$ cat src/rtl/temp_sevenseg_scan.sv
// Time-multiplexed driver for an 8-digit common-anode seven-segment display.
// Scans six slots (unit letter, four BCD digits, minus sign) right to left.
// The inputs are snapshotted once per frame, inside a blank window, so no
// digit ever shows a mix of old and new data.
//
// Ports:
//   clk, rst_n        system clock (rising edge) and async active-low reset
//   sign              1 = negative value
//   thou/hund/tens/ones  BCD digits
//   c_f               unit select, 0 = Celsius, 1 = Fahrenheit
//   an                digit anodes, active-low, an[0] is the rightmost digit
//   seg               segment cathodes {g,f,e,d,c,b,a}, active-low
//   dp_n              decimal point, active-low, always off
//   frame_start       one-cycle pulse for the cycle the snapshot is captured
module temp_sevenseg_scan #(
  parameter int unsigned TICKS_PER_DIGIT = 100000,
  parameter int unsigned BLANK_TICKS     = 2000
) (
  input  logic       clk,
  input  logic       rst_n,
  input  logic       sign,
  input  logic [3:0] thou,
  input  logic [3:0] hund,
  input  logic [3:0] tens,
  input  logic [3:0] ones,
  input  logic       c_f,
  output logic [7:0] an,
  output logic [6:0] seg,
  output logic       dp_n,
  output logic       frame_start
);

  localparam int unsigned TcntW = (TICKS_PER_DIGIT > 1) ? $clog2(TICKS_PER_DIGIT) : 1;
  localparam logic [TcntW-1:0] TcntMax  = TcntW'(TICKS_PER_DIGIT - 1);
  localparam logic [TcntW-1:0] BlankEnd = TcntW'(BLANK_TICKS);
  localparam logic [2:0]       IdxMax   = 3'd5;

  localparam logic [6:0] SegBlank = 7'h7F;
  localparam logic [6:0] SegMinus = 7'h3F;
  localparam logic [6:0] SegC     = 7'h46;
  localparam logic [6:0] SegF     = 7'h0E;

  function automatic logic [6:0] bcd_to_seg(input logic [3:0] d);
    logic [6:0] s;
    case (d)
      4'd0:    s = 7'h40;
      4'd1:    s = 7'h79;
      4'd2:    s = 7'h24;
      4'd3:    s = 7'h30;
      4'd4:    s = 7'h19;
      4'd5:    s = 7'h12;
      4'd6:    s = 7'h02;
      4'd7:    s = 7'h78;
      4'd8:    s = 7'h00;
      4'd9:    s = 7'h10;
      default: s = SegBlank;
    endcase
    return s;
  endfunction

  logic [TcntW-1:0] tcnt_q, tcnt_d;
  logic [2:0]       idx_q, idx_d;
  logic [17:0]      snap_q, snap_d;
  logic [7:0]       an_q, an_d;
  logic [6:0]       seg_q, seg_d;
  logic             frame_start_q, frame_start_d;

  logic       s_sign, s_cf;
  logic [3:0] s_thou, s_hund, s_tens, s_ones;
  logic       frame_edge;
  logic       thou_on, hund_on, tens_on, show_minus;
  logic [2:0] minus_slot;
  logic [6:0] slot_seg;

  assign {s_sign, s_thou, s_hund, s_tens, s_ones, s_cf} = snap_q;

  // Leading-zero blanking: a digit is shown if it or any digit to its left is
  // nonzero. The minus sign takes the slot just left of the leftmost shown digit.
  assign thou_on    = (s_thou != 4'd0);
  assign hund_on    = thou_on | (s_hund != 4'd0);
  assign tens_on    = hund_on | (s_tens != 4'd0);
  assign show_minus = s_sign & (tens_on | (s_ones != 4'd0));
  assign minus_slot = thou_on ? 3'd5 : hund_on ? 3'd4 : tens_on ? 3'd3 : 3'd2;

  always_comb begin
    slot_seg = SegBlank;
    case (idx_q)
      3'd0: slot_seg = s_cf ? SegF : SegC;
      3'd1: slot_seg = bcd_to_seg(s_ones);
      3'd2: slot_seg = tens_on ? bcd_to_seg(s_tens) :
                       (show_minus && minus_slot == 3'd2) ? SegMinus : SegBlank;
      3'd3: slot_seg = hund_on ? bcd_to_seg(s_hund) :
                       (show_minus && minus_slot == 3'd3) ? SegMinus : SegBlank;
      3'd4: slot_seg = thou_on ? bcd_to_seg(s_thou) :
                       (show_minus && minus_slot == 3'd4) ? SegMinus : SegBlank;
      3'd5: slot_seg = (show_minus && minus_slot == 3'd5) ? SegMinus : SegBlank;
      default: slot_seg = SegBlank;
    endcase
  end

  always_comb begin
    frame_edge    = (tcnt_q == '0) && (idx_q == 3'd0);
    tcnt_d        = tcnt_q + TcntW'(1);
    idx_d         = idx_q;
    snap_d        = snap_q;
    frame_start_d = frame_edge;
    an_d          = 8'hFF;
    seg_d         = SegBlank;

    if (tcnt_q == TcntMax) begin
      tcnt_d = '0;
      idx_d  = (idx_q == IdxMax) ? 3'd0 : idx_q + 3'd1;
    end

    // Capture happens while tcnt < BLANK_TICKS, i.e. with all anodes off.
    if (frame_edge) begin
      snap_d = {sign, thou, hund, tens, ones, c_f};
    end

    if (tcnt_q >= BlankEnd) begin
      an_d  = ~(8'd1 << idx_q);
      seg_d = slot_seg;
    end
  end

  always_ff @(posedge clk or negedge rst_n) begin
    if (!rst_n) begin
      tcnt_q        <= '0;
      idx_q         <= 3'd0;
      snap_q        <= '0;
      an_q          <= 8'hFF;
      seg_q         <= SegBlank;
      frame_start_q <= 1'b0;
    end else begin
      tcnt_q        <= tcnt_d;
      idx_q         <= idx_d;
      snap_q        <= snap_d;
      an_q          <= an_d;
      seg_q         <= seg_d;
      frame_start_q <= frame_start_d;
    end
  end

  assign an          = an_q;
  assign seg         = seg_q;
  assign frame_start = frame_start_q;
  assign dp_n        = 1'b1;

endmodule
$ cat config.mk
export PLATFORM = sky130hd
export DESIGN_NAME = temp_sevenseg_scan
export DESIGN_NICKNAME = d
export VERILOG_FILES = /design/src/rtl/temp_sevenseg_scan.sv
export SDC_FILE = /design/constraint.sdc
export NUM_CORES = 1
export LEC_CHECK = 0
export CORE_ASPECT_RATIO = 0.5
export CORE_MARGIN = 2
export CORE_UTILIZATION = 45
export CTS_CLUSTER_SIZE = 40
export DETAILED_ROUTE_END_ITERATION = 8
export PLACE_DENSITY = 0.72
export SETUP_SLACK_MARGIN = 0.4
export SYNTH_ARGS = -nofsm -noshare
export SYNTH_HDL_FRONTEND = slang
export SYNTH_SLANG_ARGS = --single-unit
$ cat constraint.sdc
create_clock -name clk -period 3.3 [get_ports clk]
set_clock_uncertainty 0.2 [all_clocks]
set_input_delay 0.825 -clock clk [delete_from_list [all_inputs] [get_ports clk]]
set_output_delay 0.825 -clock clk [all_outputs]
set_load 0.02 [all_outputs]
* Yosys cells after proc, flatten, opt, wreduce, memory -nomap -nowiden
Memory sizes are Yosys's and may differ from the RTL's.
Index checks and enable logic that the tools add are counted.
** Cells by class
- Shift operators :: 1
- Add/sub/neg operators :: 2
- Magnitude comparators :: 1
- Reduce and logical (&&, ||, !) cells :: 11
- Bitwise operators :: 5
- Equality and inequality tests :: 10
- Muxes and demuxes :: 16
** Operators by type and width (number)
- 7-bit 2-to-1 mux :: 9
- 7-bit case mux with 6 select lines :: 1
- 17-bit by 1-bit adder with 17-bit output, second input constant :: 1
- 17-bit == test, second input constant :: 1
- 17-bit by 11-bit >= comparator with 1-bit output, second input constant :: 1
- 17-bit zero test :: 1
- 17-bit 2-to-1 mux :: 1
- 4-bit nonzero test :: 4
- 3-bit by 2-bit == test with 1-bit output, second input constant :: 4
- 3-bit == test, second input constant :: 4
- 3-bit 2-to-1 mux :: 3
- 8-bit 2-to-1 mux :: 1
- 8-bit NOT :: 1
- 1-bit by 3-bit << shifter with 8-bit output, first input constant :: 1
- 1-bit logical AND :: 5
- 3-bit by 1-bit adder with 3-bit output, second input constant :: 1
- 3-bit by 1-bit == test with 1-bit output, second input constant :: 1
- 3-bit zero test :: 1
- 1-bit bitwise OR :: 3
- 1-bit bitwise AND :: 1
- 1-bit 2-to-1 mux :: 1
** Word-level totals
- Bits in registers :: 54
- Word-level logic and storage cells :: 56
- Input bits :: 20
- Output and inout port bits :: 17
- Bits in read-only memories :: 448
- Memories :: 4
** Memories
- (name not given) :: words 16, bits a word 7, read ports 1, clocked after Yosys merged registers in 0, write ports 0, RTL line 45 : case (d)
- (name not given) :: words 16, bits a word 7, read ports 1, clocked after Yosys merged registers in 0, write ports 0, RTL line 45
- (name not given) :: words 16, bits a word 7, read ports 1, clocked after Yosys merged registers in 0, write ports 0, RTL line 45
- (name not given) :: words 16, bits a word 7, read ports 1, clocked after Yosys merged registers in 0, write ports 0, RTL line 45

* Longest topological paths before layout
- Depth in word-level cells :: 12
- Mapped depth :: 8
- Gate-level depth less buffers :: 7

* Least setup slack after synthesis
OpenSTA, ideal clock, no wires.
- Kind :: flip-flop to flip-flop
- Start point :: register idx_q[1]
- End point :: register seg_q[0], in the netlist seg[0]
- Arrival :: 1.970 ns
- Cell stages (with the launch flop) :: 8
- Path slack :: 1.036 ns
- Path buffers :: 1
- Period minus slack after synthesis :: 2.264 ns
- Required time :: 3.006 ns
- Setup time :: 0.094 ns
- Path through :: dfrtp_1 -> buf_1 -> and2_1 -> ha_1 -> inv_1 -> o211ai_1 -> o211ai_4 -> or4b_1
** Between the ends
- Cells in the longest elaborated chain, start to end :: 3
- Elaborated cells on any way between the ends :: 8
- Those cells by class :: eq/ne: 5; mux: 2; reduce/logical: 1
** RTL lines
- start, declared :: RTL line 62 : logic [2:0] idx_q, idx_d;
- start signal, assigned :: RTL line 136 : idx_q <= idx_d;
- 3-bit == test, or another cell as far along :: RTL line 87 : case (idx_q)
- 7-bit case mux with 6 select lines (*) :: RTL line 87
- 7-bit 2-to-1 mux (*) :: RTL line 120 : if (tcnt_q >= BlankEnd) begin
- via seg_d[0] :: RTL line 65 : logic [6:0] seg_q, seg_d;
- end signal, assigned :: RTL line 132 : seg_q <= SegBlank;
- end signal, assigned :: RTL line 139 : seg_q <= seg_d;
- end, declared :: RTL line 65
Mark *: on every way through the listed nets, which the timed path passes. The rest lies on a longest branch.
A chain may end at the register's enable or synchronous reset.

* Worst setup path after layout
- Start point :: register snap_q[14]
- End point :: register seg_q[2], in the netlist seg[2]
** Between the ends
- Cells in the longest elaborated chain, start to end :: 6
- Elaborated cells on any way between the ends :: 9
- Those cells by class :: mux: 5; bitwise: 2; reduce/logical: 1; memory: 1
** RTL lines
- start, declared :: RTL line 63 : logic [17:0] snap_q, snap_d;
- start signal, assigned :: RTL line 137 : snap_q <= snap_d;
- branches (longest 4 deep; another with memory 16 x 7 bit)
- 7-bit case mux with 6 select lines (*) :: RTL line 87
- 7-bit 2-to-1 mux (*) :: RTL line 120
- via seg_d[2] :: RTL line 65
Mark *: on every way through the listed nets, which the timed path passes.

==> run metrics <==
via count=2,626; R2R Path Start=snap_q[14]; Ys Warns=0; Clock Tree Root=clkbuf_16; Initial Util=47.8%; GRT overflow=0; Post-Layout Cell Count=474; register area=~1400 µm²; Final Hold Vio Count=0; Reg power frac=51.3%; CTS buffer count=5; CTS Buffer Depth=2; CP Cell Sequence=inv_1 -> ha_1 -> or3b_2 -> nor3_2 -> o31ai_1 -> a211oi_1 -> or4b_1; reg-to-reg setup timing slack=0.76 ns; status=completed; Async SR Flop Fraction=100%; multi-input logic area=1770 µm²; Tot GR Track Use=roughly 19%; Port Buffers=35; Max Freq=394 MHz; CP delay by family, top=simple AND/OR/NAND/NOR gates; largest net degree at the start of global routing=25; ANT nets after route=0; Remaining DRCs=0; top post-synthesis cells by area=dfrtp_1 (30%), dfstp_2 (12%), ha_1 (9.5%); CORE AREA=6860 µm²; HPWL Detailed=5760 µm; clock power share=40.1%; Setup crit start kind=flip-flop; routed len/inst=15.6 µm; # diodes=0; crit path kind=flip-flop to flip-flop; Worst-Skew Late Latency=0.29 ns; Leak Pwr=0.00161 µW; Seq cells post-synth=54; CP Buf/Inv Count=1; Switching Power=323 µW; Worst R2R Path Depth=7; first-pass GRT wire length=12,600 µm; Tcrit/Tclk final=roughly 77%; critical path depth=7; Mapped Avg Cell Area=roughly 9.4 µm²; H-tree depth=2; Post-CTS Repair Setup Buffers=0; post_cts resized=0; Worst Path Arrival=about 2.6 ns; Worst Hold Class=input port to async pin; Pint=1030 µW; die area=about 8000 µm²; worst vdd ir=around 210 µV; Req. time, crit path=3.33 ns; number of global-route vias before repair=about 2,600; clock sink total=54; GP Congestion=0.903; dominant synthesized flop cell=dfrtp_1; Vias/cell=~5.5; Slew HR=55.0%; Critical-path top delay cell=or3b_2; Worst-path clk slew=~0.070 ns; die width=125 µm; worst r2r dst=seg[2]; Starting DRT DRC Count=309; synthesized cell area=3280 µm²; switching share of power=23.9%; Top-Level Pins=37; final net count=426; Final TNS setup=0 ns; max cap viols=0; Post-Syn Nets=394; DRT Pass-1 Iters=4; num rows=21; setup violators final=0; post-synth top area cell=dfrtp_1; TritonCTS clock tree=done; Hold Buf Count CTS=0; Slew @ Worst Pin=0.669 ns; Slew Limit Fails=0; Setup crit end kind=flip-flop; Gate power share=8.6%; Seq/Total Area, Yosys=41.8%; Routed WL=7410 µm; Layout Area Growth over Synthesis=18.0%; largest fanout on the critical path=6; initial antenna violation count=0; Syn Inst Count=349; final-layout fill cell count=around 580; pwr dens=350 nW/µm²; Die Span Y=64.4 µm; Yosys top cell area share=between 20% and 30%; EDFF count, synth=0; crit-path max cell delay=0.54 ns; RSZ-0062 raised after global routing=false; placed cell count=between 400 and 500; Yosys cell types=58; Tmin final=2.54 ns; fraction of layout cells with a size suffix above 1=12.6%
## worst max-delay path by stage
stage,endpoint,from
floorplan,seg[0],idx_q[1]
global placement,seg[2],snap_q[13]
detailed placement,seg[2],snap_q[14]
CTS,seg[2],snap_q[14]
global route,seg[2],snap_q[13]
finish,seg[2],snap_q[14]
## synth_stat cells, types with 2 or more instances
cell      count
o211ai_1      3
nor3b_1       5
a31oi_1       3
or4b_1        2
dfrtp_1      39
nor4_4        2
nor2_1       23
o22ai_1       3
and2_1        4
or3b_2        3
nand4b_1      2
a21boi_0      2
inv_1        22
o21ai_0      31
nor2b_1       5
dfstp_2      15
ha_1         25
xor2_1        6
mux2i_1       3
nand3_1      11
a21oi_1      14
o221ai_1      2
nand2_2       2
mux2_2        3
nor3_2        2
and3_1        2
or4_1         2
nand4_1       6
xnor2_1      10
nand2_1      42
clkbuf_1      7
o31ai_1       4
nor3_1       11
a211oi_1      4
nand2b_1      2
buf_2         5
## power by group through the flow
stage          clock [µW]  combinational, µW  sequential (µW)
2_1_floorplan           0               70.5              695
3_3_place_gp            0                113              706
3_5_place_dp            0                115              707
4_1_cts               565                117              695
5_1_grt               592                132              698
6_report              544                116              695
## through the flow
| stage | worst slack (ns) | total power [µW] | hold WS (ns) | cell area, µm² | util, % |
|---|---|---|---|---|---|
| after floorplan | 1.04 | 765 | 0.268 | 3280 | - |
| after global placement | 0.964 | 819 | 0.292 | 3710 | 54.2 |
| after detailed placement | 0.817 | 822 | 0.302 | 3710 | 54.2 |
| after CTS | 0.796 | 1380 | 0.280 | 3870 | 56.4 |
| after global routing | 0.639 | 1420 | 0.300 | 3870 | 56.4 |
| final | 0.763 | 1360 | 0.267 | 3870 | 56.4 |
## cell type report
class / instances / share of cell area [%]
clock buffers: 6 / 3.59
clock inverters: 2 / 0.420
inverters: 23 / 2.23
multi-input cells: 258 / 45.7
flip-flops and latches: 54 / 35.4
well taps: 92 / 2.98
repair buffers: 39 / 9.70
## metal layers
metal / routed length (µm) / share of wire, % / up-vias / global-route usage [%]
li1: - / - / 1276 / -
met1: 3370 / 45 / 1273 / 26.6
met2: 3540 / 48 / 73 / 32.0
met3: 459 / 6.2 / 4 / 4.94
met4: 43 / 0.58 / 0 / 2.95
met5: 0 / 0 / - / 0
## logic make-up after synthesis
group / Yosys count / synth area share (%)
AO/OA/AOI/OAI: 79 / 16.0
XOR/XNOR: 16 / 4.27
adder cells (fa/ha/maj): 25 / 9.54
buffers and inverters: 37 / 4.54
flip-flops: 54 / 41.8
multiplexers: 6 / 1.95
other: 1 / 0.114
AND/OR/NAND/NOR: 131 / 21.8
## cells in the final DEF (no fill, tap or decap), types with 5 or more instances in the layout
master | Yosys | routed
inv_1 | 22 | 22
ha_1 | 25 | 25
nand4_1 | 6 | 6
clkbuf_16 | 0 | 5
nor3b_1 | 5 | 5
nor2_1 | 23 | 23
dfstp_2 | 15 | 15
xor2_1 | 6 | 6
nand3_1 | 11 | 11
nand2_1 | 42 | 42
nor3_1 | 11 | 11
a21oi_1 | 14 | 14
o21ai_0 | 31 | 31
clkdlybuf4s50_1 | 0 | 34
nor2b_1 | 5 | 5
dfrtp_1 | 39 | 39
xnor2_1 | 10 | 10
## state kept, by name (all words and copies together) (netlist names)
name and flops:
snap_q 18, tcnt_q 17, an 8, seg 7, idx_q 3, frame_start 1
No activity file was read; power rests on OpenSTA's default activity.
